--- config.mk ---
export PLATFORM = sky130hd
export DESIGN_NAME = hit_judge_flat
export DESIGN_NICKNAME = d
export VERILOG_FILES = /design/src/rtl/hit_judge_pkg.sv /design/src/rtl/hit_judge_if.sv /design/src/rtl/hit_judge_bcd_counter.sv /design/src/rtl/hit_judge.sv /design/src/flat_wrapper.sv
export SDC_FILE = /design/constraint.sdc
export NUM_CORES = 1
export LEC_CHECK = 0
export BUFFER_PORTS_ARGS = -buffer_cell sky130_fd_sc_hd__buf_2
export CORE_MARGIN = 2
export CORE_UTILIZATION = 47
export DETAILED_ROUTE_END_ITERATION = 12
export PLACE_DENSITY_LB_ADDON = 0.25
export SYNTH_ARGS = -nofsm -noshare
export SYNTH_HDL_FRONTEND = slang
export SYNTH_SLANG_ARGS = --single-unit
export TNS_END_PERCENT = 5
--- constraint.sdc ---
create_clock -name clk -period 2.2 [get_ports clk]
set_clock_uncertainty 0.1 [all_clocks]
set_input_delay 0.44 -clock clk [delete_from_list [all_inputs] [get_ports clk]]
set_output_delay 0.44 -clock clk [all_outputs]
set_load 0.01 [all_outputs]
--- src/rtl/hit_judge_pkg.sv ---
// Shared types and constants for the whack-a-mole scoring stage.
package hit_judge_pkg;

  // Game-control states
  typedef enum logic [1:0] {
    ST_IDLE = 2'd0,
    ST_PLAY = 2'd1,
    ST_OVER = 2'd2
  } state_e;

  // Width of one BCD digit and its largest value
  localparam int         BCD_W    = 4;
  localparam logic [3:0] BCD_NINE = 4'd9;

endpackage : hit_judge_pkg

--- src/rtl/hit_judge_if.sv ---
// Bundle between the button/mole stages and the hit judge.
// Handshake: there is no valid/ready pair. Every input is either a
// one-cycle pulse (start, tick_1hz, press) or a level (mole_up).
// The outputs hit, miss and hit_clear are one-cycle pulses. The other
// outputs are levels that hold until the next state change.
interface hit_judge_if
  import hit_judge_pkg::*;
#(
  parameter int NUM_HOLES    = 8,
  parameter int SCORE_DIGITS = 4
);
  logic                          start;
  logic                          tick_1hz;
  logic [NUM_HOLES-1:0]          press;
  logic [NUM_HOLES-1:0]          mole_up;
  logic [NUM_HOLES-1:0]          hit_clear;
  logic                          hit;
  logic                          miss;
  logic [BCD_W*SCORE_DIGITS-1:0] score_bcd;
  logic [7:0]                    time_left;
  logic [3:0]                    misses;
  logic                          playing;
  logic                          game_over;
  state_e                        state;     // debug view of the FSM

  // Input side: button, timer and mole generator stages
  modport master (
    output start, tick_1hz, press, mole_up,
    input  hit_clear, hit, miss, score_bcd, time_left, misses,
           playing, game_over, state
  );

  // Judge side
  modport slave (
    input  start, tick_1hz, press, mole_up,
    output hit_clear, hit, miss, score_bcd, time_left, misses,
           playing, game_over, state
  );
endinterface : hit_judge_if

--- src/rtl/hit_judge_bcd_counter.sv ---
// Saturating multi-digit BCD incrementer with a synchronous clear.
module hit_judge_bcd_counter
  import hit_judge_pkg::*;
#(
  parameter int DIGITS = 4
) (
  input  logic                    clk,
  input  logic                    rst_n,
  input  logic                    clr,
  input  logic                    inc,
  output logic [BCD_W*DIGITS-1:0] value
);

  logic [BCD_W*DIGITS-1:0] value_q, value_d;
  logic                    all_nine;
  logic                    carry;

  // Ripple a decimal carry up from digit 0; hold once every digit is 9
  always_comb begin
    all_nine = 1'b1;
    carry    = 1'b0;
    value_d  = value_q;
    for (int i = 0; i < DIGITS; i++) begin
      if (value_q[i*BCD_W +: BCD_W] != BCD_NINE) all_nine = 1'b0;
    end
    if (clr) begin
      value_d = '0;
    end else if (inc && !all_nine) begin
      carry = 1'b1;
      for (int i = 0; i < DIGITS; i++) begin
        if (carry) begin
          if (value_q[i*BCD_W +: BCD_W] == BCD_NINE) begin
            value_d[i*BCD_W +: BCD_W] = '0;
          end else begin
            value_d[i*BCD_W +: BCD_W] = value_q[i*BCD_W +: BCD_W] + 4'd1;
            carry = 1'b0;
          end
        end
      end
    end
  end

  // Score register
  always_ff @(posedge clk or negedge rst_n) begin
    if (!rst_n) value_q <= '0;
    else        value_q <= value_d;
  end

  assign value = value_q;

endmodule : hit_judge_bcd_counter

--- src/rtl/hit_judge.sv ---
// Classifies presses as hits or misses. It also keeps the score, the
// countdown and the miss count, and runs the IDLE/PLAY/OVER game FSM.
module hit_judge
  import hit_judge_pkg::*;
#(
  parameter int NUM_HOLES    = 8,
  parameter int SCORE_DIGITS = 4,
  parameter int GAME_SECONDS = 60,
  parameter int MAX_MISSES   = 3
) (
  input logic          clk,
  input logic          rst_n,
  hit_judge_if.slave   bus
);

  localparam logic [7:0] TIME_RELOAD = 8'(GAME_SECONDS);
  localparam logic [3:0] MISS_LIMIT  = 4'(MAX_MISSES);

  state_e               state_q, state_d;
  logic [7:0]           time_q, time_d;
  logic [3:0]           misses_q, misses_d;
  logic                 hit_q, hit_d;
  logic                 miss_q, miss_d;
  logic [NUM_HOLES-1:0] hit_clear_q, hit_clear_d;
  logic [NUM_HOLES-1:0] hit_set, miss_set;
  logic                 score_clr, score_inc;
  logic [BCD_W*SCORE_DIGITS-1:0] score;

  assign hit_set  = bus.press & bus.mole_up;
  assign miss_set = bus.press & ~bus.mole_up;

  // Next-state, counter and pulse logic; a hit always suppresses a miss
  always_comb begin
    state_d     = state_q;
    time_d      = time_q;
    misses_d    = misses_q;
    hit_d       = 1'b0;
    miss_d      = 1'b0;
    hit_clear_d = '0;
    score_clr   = 1'b0;
    score_inc   = 1'b0;
    case (state_q)
      ST_PLAY: begin
        if (|hit_set) begin
          hit_d       = 1'b1;
          hit_clear_d = hit_set;
          score_inc   = 1'b1;
        end else if (|miss_set) begin
          miss_d = 1'b1;
          if (misses_q != 4'd15) misses_d = misses_q + 4'd1;
        end
        if (bus.tick_1hz && (time_q != 8'd0)) time_d = time_q - 8'd1;
        // Ends on the same edge that updates the terminating counter
        if ((time_d == 8'd0) ||
            ((MISS_LIMIT != 4'd0) && (misses_d >= MISS_LIMIT))) begin
          state_d = ST_OVER;
        end
      end
      default: begin
        // IDLE and OVER: only start matters
        if (bus.start) begin
          state_d   = ST_PLAY;
          time_d    = TIME_RELOAD;
          misses_d  = 4'd0;
          score_clr = 1'b1;
        end
      end
    endcase
  end

  // FSM state and all registered outputs
  always_ff @(posedge clk or negedge rst_n) begin
    if (!rst_n) begin
      state_q     <= ST_IDLE;
      time_q      <= TIME_RELOAD;
      misses_q    <= 4'd0;
      hit_q       <= 1'b0;
      miss_q      <= 1'b0;
      hit_clear_q <= '0;
    end else begin
      state_q     <= state_d;
      time_q      <= time_d;
      misses_q    <= misses_d;
      hit_q       <= hit_d;
      miss_q      <= miss_d;
      hit_clear_q <= hit_clear_d;
    end
  end

  hit_judge_bcd_counter #(
    .DIGITS (SCORE_DIGITS)
  ) u_score (
    .clk   (clk),
    .rst_n (rst_n),
    .clr   (score_clr),
    .inc   (score_inc),
    .value (score)
  );

  assign bus.hit_clear = hit_clear_q;
  assign bus.hit       = hit_q;
  assign bus.miss      = miss_q;
  assign bus.score_bcd = score;
  assign bus.time_left = time_q;
  assign bus.misses    = misses_q;
  assign bus.playing   = (state_q == ST_PLAY);
  assign bus.game_over = (state_q == ST_OVER);
  assign bus.state     = state_q;

endmodule : hit_judge

--- src/flat_wrapper.sv ---
// flat-port wrapper written by rule: the top's interface ports become plain ports
module hit_judge_flat import hit_judge_pkg::*;
#(
  parameter int NUM_HOLES    = 8,
  parameter int SCORE_DIGITS = 4,
  parameter int GAME_SECONDS = 60,
  parameter int MAX_MISSES   = 3
)
  (clk, rst_n, bus_start, bus_tick_1hz, bus_press, bus_mole_up, bus_hit_clear, bus_hit, bus_miss, bus_score_bcd, bus_time_left, bus_misses, bus_playing, bus_game_over, bus_state);
  hit_judge_if #(.NUM_HOLES(NUM_HOLES), .SCORE_DIGITS(SCORE_DIGITS)) bus_i ();
  input logic clk;
  input logic rst_n;
  input wire logic [$bits(bus_i.start)-1:0] bus_start;
  input wire logic [$bits(bus_i.tick_1hz)-1:0] bus_tick_1hz;
  input wire logic [$bits(bus_i.press)-1:0] bus_press;
  input wire logic [$bits(bus_i.mole_up)-1:0] bus_mole_up;
  output wire logic [$bits(bus_i.hit_clear)-1:0] bus_hit_clear;
  output wire logic [$bits(bus_i.hit)-1:0] bus_hit;
  output wire logic [$bits(bus_i.miss)-1:0] bus_miss;
  output wire logic [$bits(bus_i.score_bcd)-1:0] bus_score_bcd;
  output wire logic [$bits(bus_i.time_left)-1:0] bus_time_left;
  output wire logic [$bits(bus_i.misses)-1:0] bus_misses;
  output wire logic [$bits(bus_i.playing)-1:0] bus_playing;
  output wire logic [$bits(bus_i.game_over)-1:0] bus_game_over;
  output wire logic [$bits(bus_i.state)-1:0] bus_state;
  assign bus_i.start = bus_start;
  assign bus_i.tick_1hz = bus_tick_1hz;
  assign bus_i.press = bus_press;
  assign bus_i.mole_up = bus_mole_up;
  assign bus_hit_clear = bus_i.hit_clear;
  assign bus_hit = bus_i.hit;
  assign bus_miss = bus_i.miss;
  assign bus_score_bcd = bus_i.score_bcd;
  assign bus_time_left = bus_i.time_left;
  assign bus_misses = bus_i.misses;
  assign bus_playing = bus_i.playing;
  assign bus_game_over = bus_i.game_over;
  assign bus_state = bus_i.state;
  hit_judge #(.NUM_HOLES(NUM_HOLES), .SCORE_DIGITS(SCORE_DIGITS), .GAME_SECONDS(GAME_SECONDS), .MAX_MISSES(MAX_MISSES)) u_core (.clk(clk), .rst_n(rst_n), .bus(bus_i));
endmodule
==> results of run 1 <==
final cells by class:
type                    instances  area share (%)
clock inverters                 2            1.17
repair buffers                 83            16.1
multi-input cells             176            41.9
well taps                      67            2.79
clock buffers                   6            2.42
inverters                      17            2.12
flip-flops and latches         40            33.5
Yosys cell counts, types with 3 or more instances:
cell | instances | area share [%]
inv_1 | 17 | 2.7
nand4_1 | 4 | 1.1
clkbuf_1 | 6 | 0.97
nand2_1 | 11 | 1.8
o31ai_1 | 7 | 2.3
and2_1 | 3 | 0.81
a31o_1 | 3 | 1.1
nor2b_1 | 7 | 1.9
or4_1 | 3 | 0.97
and3b_1 | 4 | 1.5
o21ai_1 | 3 | 0.65
o21ai_0 | 10 | 2.2
a22oi_1 | 7 | 2.3
dfrtp_1 | 36 | 39
nand3_1 | 14 | 3.0
o41ai_1 | 3 | 1.1
a31oi_1 | 5 | 1.3
dfstp_2 | 4 | 4.5
o211ai_1 | 3 | 0.97
nor2_1 | 11 | 1.8
nor3_1 | 7 | 1.5
and3_1 | 12 | 3.2
a21oi_1 | 9 | 1.9
ha_1 | 11 | 5.9
nor4_1 | 3 | 0.81
per-stage QoR:
step                std cells  setup slack [ps]  area (µm²)  TNS [ps]
floorplan                 241              13.3        2340         0
global placement          383              26.6        2870         0
detailed placement        383             -9.97        2870     -11.7
CTS                       391              23.9        2980         0
global route              391             -2.56        3000     -2.56
finish                    391              58.8        3000         0
how the worst max path moves through the flow:
stage                                    endpoint  cells past startpoint  slack, ps
final                     u_core.bus.time_left[5]                      6         60
after global routing          u_core.bus.state[1]                      7         -3
after CTS                     u_core.bus.state[0]                      7         20
after detailed placement      u_core.bus.state[1]                      6        -10
after global placement        u_core.bus.state[0]                      7         30
after floorplan               u_core.bus.state[1]                      7         10
critical path, stage by stage, from the launching register on:
cell	delay [ps]
dfstp_2	430
or3_2	510
buf_4	170
nor4_1	340
nand2_1	170
nor3_1	230
a211o_1	130
metal layers:
layer  up-vias  GRT usage, %
met2        75          37.0
met4         0          5.95
li1       1067             -
met5         -             0
met1      1030          28.3
met3         9          3.39
cells by family after synthesis:
logic type      Yosys count  share of synthesized area [%]
simple gates             95                           24.1
compound gates           66                           20.7
flops                    40                           43.3
buf+inv                  25                           4.36
fa+ha+maj                11                           5.92
mux                       3                           1.35
xor+xnor                  1                          0.377
report_power, final:
group / total (µW) / switching, µW / internal, µW
logic: 1530 / 875 / 655
registers: 1110 / 188 / 920
clock network: 591 / 254 / 337
total: 3230 / 1320 / 1910
state kept, by name (all words and copies together), names as in the netlist:
signal,count
u_core.u_score.value,16
u_core.bus.hit_clear,8
u_core.bus.time_left,8
u_core.bus.misses,4
u_core.bus.state,2
u_core.bus.hit,1
u_core.bus.miss,1
repair_timing:
action,in CTS,in global routing
gates resized for setup,1,5
endpoints found under the setup margin,2,2
pin swaps,0,2
==> results by group, run 1 <==
Outcome
  • Run status: finished clean

Setup path
  • WP data arrival: between 2000 and 2500 ps
  • FF-to-FF Start: u_core.bus.time_left[3]
  • R2r endpoint: u_core.bus.time_left[5]
  • Register-to-register path setup slack: 60 ps
  • Crit. Startpoint: u_core.bus.time_left[3]
  • Worst Path Max Fanout: 9
  • CP required: 2340 ps
  • Crit Path Class: register to register
  • Crit. End Element: register
  • R2R cell count: 6
  • Startpoint types: register

Timing
  • Fin crit period: about 2100 ps
  • Actual slew at the worst max-slew pin: 549 ps
  • Slew headroom: 63.2%
  • Final Hold Fails: 0
  • Fmax: 0.467 GHz
  • Hold slack final: between 4 and 5 ps
  • Slew Viols, Final: 0
  • Fin crit share: between 90% and 100%
  • Unrepaired setup endpoints after global routing: true
  • Endpoints failing setup: 0

Global routing
  • Global-route usage over all layers: 21.5%
  • Initial antenna violation count: 0
  • Pin count of the biggest net entering global routing: 41
  • Vias in the first global route: 2076
  • Grt ovf: 0
  • First-pass GRT wire length: 9250 µm

Job
  • Max cap viols: 0

Clocking
  • CTS buffer count: 5
  • Bufs on Longest Clock Path: 2
  • Register clock-pin slew on the reported worst setup and hold paths: approximately 80 ps
  • Sink Count: 40
  • Post-CTS Setup Bufs: 0
  • Clock Tree Root: clkbuf_8
  • Clk_lat worst skew: 290 ps
  • CTS tree: yes
  • Post-CTS Hold Fix Bufs: 0
  • H-tree lvl count: 2

Die
  • Starting Density: about half
  • Die height: between 70 and 80 µm
  • Io pins: 62
  • Die area: 5520 µm²
  • Core Area: 4750 µm²
  • Die width: 74.3 µm
  • Num rows: 25

Pwr
  • VDD IR-drop max: 0.000615 V
  • PD cells: 1080 nW/µm²
  • Leakage power: 0.00148 µW
  • Overall Power: 3230 µW

Yosys
  • Synthesized net count: 272
  • Cell variety after synth: 56
  • Ys flop type: dfrtp_1
  • Async SR Flop Fraction: 100%
  • Register area share after synthesis: a little over two fifths
  • Post-synth EDFFs: 0
  • Post-Syn Instances: ~240
  • Yosys Warn Count: 0
  • Synthesized area: 2320 µm²
  • Seq cells post-synth: 40
  • Syn avg cell area: 9.65 µm²

Finish
  • Share of cells above drive strength 1: a little over a third
  • Fin nets: about 350
  • Commonest non-fill, non-tap cell in the layout: buf_2
  • # fillers: 427
  • Area of the multi-input gates: 1260 µm²
  • Final Core Density: 63.2%
  • Reg area: 1010 µm²
  • Most frequent cells in the layout: buf_2, dfrtp_1, buf_4
  • Inserted Diodes: 0
  • Syn-to-layout area delta: 29.2%

Drt
  • First-pass DRT Iterations: 4
  • Routed vias: 2181
  • Routed met3 length: 313 µm
  • DRT met1 WL: 2580 µm
  • DRC Markers: 0
  • Post-DR vias/cell: 5.58
  • Routed wire per std cell: 14.2 µm
  • Post-DRT Antenna Nets: 0
  • Initial drt markers: 143
  • Routed length on met2: 2600 µm
  • Top sig layer: met4
  • Routed WL: around 5600 µm

Hold path
  • Hold crit path type: input pin to async pin

Placed design
  • Port Buffer Count: 61
  • Final RePlAce weighted congestion: approximately 0.89
  • Dpl hpwl: 4100 µm
No activity file was read; power rests on OpenSTA's default activity.
==> run 2, diff against run 1 <==
==> constraint.sdc (replaced) <==
create_clock -name clk -period 2.2 [get_ports clk]
set_clock_uncertainty 0.1 [all_clocks]
set_input_delay 0.22 -clock clk [delete_from_list [all_inputs] [get_ports clk]]
set_output_delay 0.22 -clock clk [all_outputs]
set_load 0.01 [all_outputs]
==> run 2 against run 1 <==
  * Clock power is 21% higher
  * Critical path depth fell by 1
  * Sequential share of layout area grew 0.70 points
  * Combinational power about the same
  * Setup slack better by 9.3 ps
  * Cell area down 2.0%
  * Register-to-register slack is essentially flat
  * Critical endpoint is now u_core.bus.state[0]
  * Largest power group unchanged
  * Highest routed layer unchanged
==> results by group, run 2 (synthesis gave the netlist of run 1 again) <==
Finish
  • Post-Layout Inst Area: 2940 µm²
  • Share of cells above drive strength 1: 32.3%
  • Most frequent cells in the layout: buf_2, dfrtp_1, inv_1
  • Syn-to-layout area delta: 26.6%
  • Fin nets: 346
  • Max reg flops: 16
  • Final Core Density: 61.9%
  • # fillers: roughly 430
  • Commonest non-fill, non-tap cell in the layout: buf_2
  • Inserted Diodes: 0

Timing
  • Fmax: roughly 0.47 GHz
  • Endpoints failing setup: 0
  • Unrepaired setup endpoints after global routing: true
  • Fin crit period: about 2100 ps
  • Slew headroom: 64.1%
  • Setup ws final: a little under 70 ps
  • Slew Viols, Final: 0
  • Fin crit share: 96.9%
  • Final Hold Fails: 0
  • Actual slew at the worst max-slew pin: 536 ps

Die
  • Die area: 5520 µm²
  • Num rows: 25
  • Die height: 74.3 µm
  • Die width: 74.3 µm
  • Core Area: 4750 µm²
  • Starting Density: 48.9%
  • Io pins: 62

Pwr
  • VDD IR-drop max: 0.000756 V
  • PD cells: 1130 nW/µm²
  • Leakage power: 0.00145 µW

Job
  • Max cap viols: 0

Setup path
  • Worst Path Max Fanout: 13
  • WP data arrival: 2210 ps
  • Crit. End Element: register
  • FF-to-FF Start: u_core.bus.time_left[2]
  • Startpoint types: register
  • R2R cell count: 5
  • R2r endpoint: u_core.bus.state[0]
  • Crit Path Class: register to register
  • Register-to-register path setup slack: 70 ps
  • CP required: approximately 2300 ps

Drt
  • Initial drt markers: 137
  • Routed wire per std cell: around 15 µm
  • Routed vias: 2177
  • Post-DRT Antenna Nets: 0
  • Routed WL: 5670 µm
  • Post-DR vias/cell: 5.68
  • First-pass DRT Iterations: 6
  • DRC Markers: 0

Global routing
  • Grt ovf: 0
  • Vias in the first global route: 1992
  • Global-route usage over all layers: 21.9%
  • Pin count of the biggest net entering global routing: 41
  • Initial antenna violation count: 0
  • First-pass GRT wire length: ~9300 µm

Clocking
  • Register clock-pin slew on the reported worst setup and hold paths: approximately 80 ps
  • Sink Count: 40
  • Bufs on Longest Clock Path: 2
  • CTS buffer count: 5
  • Clk_lat worst skew: 290 ps
  • H-tree lvl count: 2
  • Clock Tree Root: clkbuf_8
  • Post-CTS Setup Bufs: 0
  • CTS tree: yes

Placed design
  • Final RePlAce weighted congestion: 0.888
  • Dpl ws: 18.6 ps
  • Dpl hpwl: approximately 4000 µm
  • Port Buffer Count: 61
  • Placement-stage cell area: 2790 µm²

Outcome
  • Run status: finished clean

Hold path
  • Hold EP: u_core.bus.hit_clear[6]
  • Worst hold path depth: 2
  • Hold Startpoint: bus_press[6]
  • Hold crit path type: input pin to register
[run 2: area by class of cell]
type                    count  area [µm²]  share of cell area [%]
multi-input cells         176        1240                    42.1
flip-flops and latches     40        1010                    34.2
repair buffers             75         413                    14.0
well taps                  67        83.8                    2.85
clock buffers               6        72.6                    2.47
inverters                  17        67.6                    2.30
clock inverters             2        60.1                    2.04
[run 2: worst max-delay path, cell delays in order (launching register included)]
cell and delay (ps):
dfstp_2 440, or3_2 530, o41ai_1 360, nand4_2 140, nor4_2 330, nor3_1 100
[run 2: how the worst max path moves through the flow]
stage | depth (start not counted) | slack (ps) | start | to
after floorplan | 7 | 10 | u_core.bus.time_left[1] | u_core.bus.state[1]
after detailed placement | 7 | 20 | u_core.bus.time_left[0] | u_core.bus.state[0]
after CTS | 7 | 20 | u_core.bus.time_left[0] | u_core.bus.state[0]
after global placement | 7 | 120 | u_core.bus.time_left[1] | u_core.bus.state[0]
final | 5 | 70 | u_core.bus.time_left[2] | u_core.bus.state[0]
after global routing | 7 | -40 | u_core.bus.time_left[1] | u_core.bus.state[0]
[run 2: repair_timing]
action | CTS | global route
hold buffers | 1 | 0
gates resized for setup | 1 | 2
setup endpoints to repair | 2 | 3
pin swaps | 0 | 0
hold endpoints to repair | 36 | 0
[run 2: stage by stage]
step	hold slack [ps]	cells	TNS, ps	total power, µW
floorplan	-176	241	0	2030
global placement	209	374	0	2550
detailed placement	211	374	0	2590
CTS	81.8	383	0	3320
global route	90.5	383	-46.7	3580
finish	87.6	383	0	3330
[run 2: power by group]
group | internal [µW] | total [µW] | switching [µW]
sequential | 919 | 1120 | 197
combinational | 636 | 1500 | 861
clock | 454 | 717 | 264
total | 2010 | 3330 | 1320
[run 2: layer usage]
metal  GRT usage, %  routed length (µm)  vias up
met4           7.34                  60        0
met3           4.74                 353        8
met2           35.4                2640       75
met1           29.4                2610     1037
met5              0                   0        -
li1               -                   -     1057
